File: config.mk
export PLATFORM = sky130hd
export DESIGN_NAME = ode_param_bank
export DESIGN_NICKNAME = d
export VERILOG_FILES = /design/src/rtl/ode_param_pkg.sv /design/src/rtl/ode_step_div.sv /design/src/rtl/ode_param_bank.sv
export SDC_FILE = /design/constraint.sdc
export NUM_CORES = 1
export LEC_CHECK = 0
export BUFFER_PORTS_ARGS = -buffer_cell sky130_fd_sc_hd__buf_2
export CAP_MARGIN = 20
export CORE_ASPECT_RATIO = 0.8
export CORE_MARGIN = 4
export CORE_UTILIZATION = 58
export DETAILED_ROUTE_END_ITERATION = 16
export PLACE_DENSITY = 0.82
export RECOVER_POWER = 50
export SKIP_CTS_REPAIR_TIMING = 1
export SLEW_MARGIN = 20
export SYNTH_ARGS = -nofsm -noshare
export SYNTH_HDL_FRONTEND = slang
export SYNTH_SLANG_ARGS = --single-unit
File: constraint.sdc
create_clock -name clk_clk -period 2.3 [get_ports clk_clk]
set_input_delay 0.23 -clock clk_clk [delete_from_list [all_inputs] [get_ports clk_clk]]
set_output_delay 0.23 -clock clk_clk [all_outputs]
set_load 0.05 [all_outputs]
File: src/rtl/ode_param_pkg.sv
`default_nettype none
// ============================================================================
// ode_param_pkg : register map offsets, control bits and FSM states
// Rev 1.0
// ============================================================================
package ode_param_pkg;

  // Register offsets relative to CH (the first address after the shadows)
  localparam int unsigned CTRL_OFS   = 0;
  localparam int unsigned PERIOD_OFS = 1;

  localparam int unsigned CTRL_COMMIT = 0;
  localparam int unsigned CTRL_SRST   = 1;
  localparam int unsigned CTRL_RUN    = 2;

  typedef enum logic [1:0] {
    ST_IDLE = 2'd0,
    ST_PEND = 2'd1,
    ST_RST  = 2'd2
  } state_e;

endpackage
`default_nettype wire

File: src/rtl/ode_step_div.sv
`default_nettype none
// ============================================================================
// ode_step_div : programmable step divider, one-cycle pulse every period+1
// Rev 1.0
// ============================================================================
module ode_step_div #(
  parameter int DIV_W   = 16,
  parameter int DEF_DIV = 49
) (
  input  logic             clk,
  input  logic             rst,
  input  logic             en_i,
  input  logic             period_we_i,
  input  logic [DIV_W-1:0] period_wdata_i,
  output logic [DIV_W-1:0] period_o,
  output logic             step_o
);

  logic [DIV_W-1:0] period_q, period_d;
  logic [DIV_W-1:0] count_q, count_d;

  always_comb begin
    period_d = period_we_i ? period_wdata_i : period_q;
    // A new period restarts the count so the first pulse is a full period away
    if (!en_i || period_we_i || (count_q == period_q)) begin
      count_d = '0;
    end else begin
      count_d = count_q + 1'b1;
    end
  end

  always_ff @(posedge clk) begin
    if (rst) begin
      period_q <= DIV_W'(DEF_DIV);
      count_q  <= '0;
    end else begin
      period_q <= period_d;
      count_q  <= count_d;
    end
  end

  assign period_o = period_q;
  assign step_o   = en_i && (count_q == period_q);

endmodule
`default_nettype wire

File: src/rtl/ode_param_bank.sv
`default_nettype none
// ============================================================================
// ode_param_bank : double-buffered ODE coefficient bank with step-aligned
//                  commit, solver reset pulse and step divider
// Rev 1.0
// ============================================================================
module ode_param_bank
  import ode_param_pkg::*;
#(
  parameter int CH      = 4,
  parameter int W       = 18,
  parameter int DIV_W   = 16,
  parameter int AW      = 4,
  parameter int RST_CYC = 4,
  parameter int DEF_DIV = 49
) (
  input  logic            clk_clk,
  input  logic            reset_reset,
  input  logic            wr_en,
  input  logic [AW-1:0]   addr,
  input  logic [W-1:0]    wr_data,
  input  logic            rd_en,
  output logic [W-1:0]    rd_data,
  output logic [CH*W-1:0] coef_out,
  output logic            clk_en_out,
  output logic            solver_rst,
  output logic            busy,
  output logic            running
);

  localparam logic [AW-1:0] A_CTRL   = AW'(CH + CTRL_OFS);
  localparam logic [AW-1:0] A_PERIOD = AW'(CH + PERIOD_OFS);
  localparam logic [3:0]    RST_LAST = 4'(RST_CYC - 1);

  state_e                 state_q, state_d;
  logic [3:0]             rst_cnt_q, rst_cnt_d;
  logic                   running_q, running_d;
  logic [CH-1:0][W-1:0]   shadow_q;
  logic [CH-1:0][W-1:0]   active_q;
  logic [W-1:0]           rd_data_q, rd_data_d;
  logic [DIV_W-1:0]       period;
  logic                   step;
  logic                   copy_en;

  logic ctrl_we, period_we, w_commit, w_srst, w_run;

  assign ctrl_we   = wr_en && (addr == A_CTRL);
  assign period_we = wr_en && (addr == A_PERIOD);
  assign w_commit  = wr_data[CTRL_COMMIT];
  assign w_srst    = wr_data[CTRL_SRST];
  assign w_run     = wr_data[CTRL_RUN];

  // FSM: state register
  always_ff @(posedge clk_clk) begin
    if (reset_reset) begin
      state_q   <= ST_IDLE;
      rst_cnt_q <= '0;
    end else begin
      state_q   <= state_d;
      rst_cnt_q <= rst_cnt_d;
    end
  end

  // FSM: next state
  always_comb begin
    state_d   = state_q;
    rst_cnt_d = rst_cnt_q;
    if (ctrl_we && w_srst) begin
      rst_cnt_d = '0;
    end else if (state_q == ST_RST) begin
      rst_cnt_d = rst_cnt_q + 4'd1;
    end
    case (state_q)
      ST_IDLE: begin
        if (ctrl_we && w_srst) state_d = ST_RST;
        else if (ctrl_we && w_commit && w_run) state_d = ST_PEND;
      end
      ST_PEND: begin
        // Without a running divider no step will come, so commit at once
        if (ctrl_we && w_srst) state_d = ST_RST;
        else if (step || !running_q) state_d = ST_IDLE;
      end
      ST_RST: begin
        if (ctrl_we && w_srst) state_d = ST_RST;
        else if (rst_cnt_q == RST_LAST) state_d = ST_IDLE;
      end
      default: state_d = ST_IDLE;
    endcase
  end

  // FSM: outputs
  always_comb begin
    busy       = (state_q == ST_PEND);
    solver_rst = (state_q == ST_RST);
    copy_en    = 1'b0;
    case (state_q)
      ST_IDLE: copy_en = ctrl_we && w_commit && (w_srst || !w_run);
      ST_PEND: copy_en = (ctrl_we && w_srst) || step || !running_q;
      default: copy_en = 1'b0;
    endcase
  end

  always_comb begin
    running_d = ctrl_we ? w_run : running_q;
    rd_data_d = rd_data_q;
    if (rd_en) begin
      rd_data_d = '0;
      for (int i = 0; i < CH; i++) begin
        if (addr == AW'(i)) rd_data_d = active_q[i];
      end
      if (addr == A_CTRL)   rd_data_d = W'({busy, solver_rst, running_q});
      if (addr == A_PERIOD) rd_data_d = W'(period);
    end
  end

  always_ff @(posedge clk_clk) begin
    if (reset_reset) begin
      running_q <= 1'b0;
      rd_data_q <= '0;
      shadow_q  <= '0;
      active_q  <= '0;
    end else begin
      running_q <= running_d;
      rd_data_q <= rd_data_d;
      // Copy sees pre-edge shadows, so a same-edge shadow write lands next commit
      for (int i = 0; i < CH; i++) begin
        if (wr_en && (addr == AW'(i))) shadow_q[i] <= wr_data;
        if (copy_en)                   active_q[i] <= shadow_q[i];
      end
    end
  end

  ode_step_div #(
    .DIV_W   (DIV_W),
    .DEF_DIV (DEF_DIV)
  ) u_step_div (
    .clk            (clk_clk),
    .rst            (reset_reset),
    .en_i           (running_q && (state_q != ST_RST)),
    .period_we_i    (period_we),
    .period_wdata_i (wr_data[DIV_W-1:0]),
    .period_o       (period),
    .step_o         (step)
  );

  assign rd_data    = rd_data_q;
  assign running    = running_q;
  assign coef_out   = active_q;
  assign clk_en_out = step;

endmodule
`default_nettype wire
==> out/results.tsv <==
stage	metric	value	unit
critical_path	cp-end-kind	primary output	
layout	final_cell_mix	dfxtp_1 (201), nand2_1 (187), nand2b_1 (149)	
synth	synth.top_cell.area_share	0.4504	
synth	synth_nets	1014	
status	status	complete, no violations	
power	power_density	743.4	nW/µm²
cts	cts.path.max_buffers	3	
cts	cts.sinks	201	
global_route	grt_max_degree	83	
cts	cts_tree	built	
critical_path	cp_data_required_time	2.07	ns
cts	numCtsBuffers	20	
synth	ys_ff_latch	201	
cts	clk_pin_slew	0.06	ns
critical_path	critPathBufInv	1	
die	die_area	17470	µm²
layout	regArea	4024	µm²
die	die_y	119.0	µm
sta	tightest_slew	1.106	ns
placement	port_buffers	119	
sta	slew_violations	0	
critical_path	slowest_stage	dfxtp_1	
layout	nFillCells	1227	
routing	drt_wl_total	22270	µm
layout	antenna_cells	0	
die	rows	40	
routing	wl_per_cell	17.15	µm
critical_path	crit_type	flop to primary output	
sta	rsz0062_at_grt	false	
layout	final_cell_area	10140	µm²
routing	drtIter0Drc	736	
placement	gp_routability_congestion	0.8552	
synth	synth_area	8935	µm²
synth	yosysUniqueCellTypes	45	
sta	fin_crit	2.184	ns
die	start_util	0.5931	
layout	drive_gt1_frac	0.1085	
sta	max-slew-margin-rel	0.2627	
synth	yosys.area.top_type	dfxtp_1	
global_route	grt_antenna_before_repair	0	
sta	max_freq	457.8	MHz
sta	period_share	0.9496	
sta	skew	0.01484	ns
critical_path	critical_path.cell_chain	xor2_1 > nor4_2 > nand4_2 > nor2_1 > buf_4	
sta	whs	0.02744	ns
synth	yosys-top-cells-area	dfxtp_1 (45%), nand2b_1 (10%), mux2i_1 (8.3%)	
critical_path	crit_arrival	1.95	ns
routing	antenna_left	0	
sta	finalSetupViolations	0	
die	core	15060	µm²
critical_path	max_stage_delay	0.33	ns
synth	yosys_warnings	0	
critical_path	worst-r2r-setup-slack	0.15	ns
sta	hold_viol	0	
die	ios	120	
global_route	grt_pass1_wl	35440	µm
global_route	grt.overflow.total	0	
run	max_cap_violations	0	
synth	synth_area_per_cell	9.099	µm²
synth	postSynth.asyncResetShare	0	
placement	dpl-instance-area	9608	µm²
critical_path	crit_family	simple AND/OR/NAND/NOR gates	
die	die_x	146.8	µm
layout	multiInputGateArea	4453	µm²
routing	via_per_inst	5.567	
min_path	hp-class	primary input to flop	
placement	dpl.hpwl	15260	µm
routing	vias	7226	
power	vdd_drop_max	566.9	µV
sta	fin_setup_tns	0	ns
synth	synth_edf_count	0	
synth	netlist_instances	982	
critical_path	path_max_fanout	4	
layout	layout_commonest_cell	dfxtp_1	
synth	ys_seq_area_frac	0.4504	
power	p_leak	0.003956	µW
cts	cts_root_buf	clkbuf_16	
cts	clk-insertion-delay-late	0.49	ns
layout	areaGrowthSynthToFinish	13.49	%
critical_path	critPathLaunchType	flop	
global_route	track_usage	0.2489	
routing	first_pass_iters	7	
cts	htree_levels	1	
routing	drc_errors	0	
layout	nNetsFinal	1107	
global_route	grt_pass1_vias	6619	
power	finalPower	7538	µW
synth	synth-main-ff-cell	dfxtp_1	
==> sequential cells by signal (all words and copies together) (netlist names) <==
| register | flops |
|---|---|
| coef_out | 72 |
| rd_data | 18 |
| rst_cnt_q | 4 |
| running | 1 |
| shadow_q | 72 |
| state_q | 2 |
| u_step_div.count_q | 16 |
| u_step_div.period_o | 16 |
==> worst paths after layout <==
path / startpoint / endpoint / cells after the start
min: wr_data[16] / shadow_q[34] / 3
max reg2reg: u_step_div.period_o[15] / coef_out[10] / 6
min reg2reg: shadow_q[36] / shadow_q[36] / 2
max: u_step_div.period_o[15] / clk_en_out / 5
==> layout make-up <==
cell class                 count  share of cell area
clock buffer                  34             0.06059
tap                          210             0.02591
clock inverter                 1           0.0004936
sequential                   201              0.3968
timing repair buffer         141             0.07293
inverter                      11            0.004072
multi-input combinational    700              0.4392
==> metal layers <==
| layer | GRT usage | wire length, µm | vias up |
|---|---|---|---|
| li1 | - | - | 3461 |
| met1 | 0.3671 | 10300 | 3468 |
| met2 | 0.3663 | 9774 | 249 |
| met3 | 0.04983 | 1593 | 48 |
| met4 | 0.07991 | 601 | 0 |
| met5 | 0 | 0 | - |
==> metrics by stage <==
stage	util	cells	worst slack, ns
after floorplan	-	982	0.1503
after global placement	0.6378	1261	0.2064
after detailed placement	0.6378	1261	0.1473
after CTS	0.6789	1296	0.007129
after global routing	0.6731	1298	0.01399
final	0.6731	1298	0.1159
==> cells by family (layout without fill, tap and decap cells) <==
| logic type | Yosys count | after routing | share of synthesized area |
|---|---|---|---|
| fa+ha+maj | 6 | 6 | 0.008402 |
| flops | 201 | 201 | 0.4504 |
| simple gates | 435 | 435 | 0.2437 |
| compound gates | 134 | 134 | 0.08822 |
| mux | 92 | 92 | 0.1258 |
| xor+xnor | 33 | 33 | 0.03235 |
| buf+inv | 81 | 187 | 0.05125 |
==> power by group <==
part,internal (µW),switching [µW],leakage [µW]
Sequential,3530,32.8,0.00162
Combinational,335,532,0.00203
Clock,1810,1300,0.000302
Total,5670,1870,0.00396
==> worst min-delay path: stages <==
cell and delay [ns]:
buf_2 0.13, nand2_1 0.06, a21oi_1 0.05
==> synth_stat cells (2+ instances only) <==
library cell and instances:
a211oi_1 13, a21oi_1 92, a22oi_1 13, a32oi_1 3
and2_1 2, and3_1 5, buf_1 6, buf_12 8
buf_2 7, buf_4 2, clkbuf_1 46, dfxtp_1 201
ha_1 6, inv_1 11, mux2_2 2, mux2i_1 74
mux4_2 16, nand2_1 187, nand2b_1 149, nand3_1 11
nand3b_1 5, nand4_1 7, nor2_1 49, nor2b_1 2
nor3_1 7, nor4_2 3, o21ai_0 4, o311a_1 2
or3_1 2, xnor2_1 10, xor2_1 23
Power figures use the tool's default switching activity.
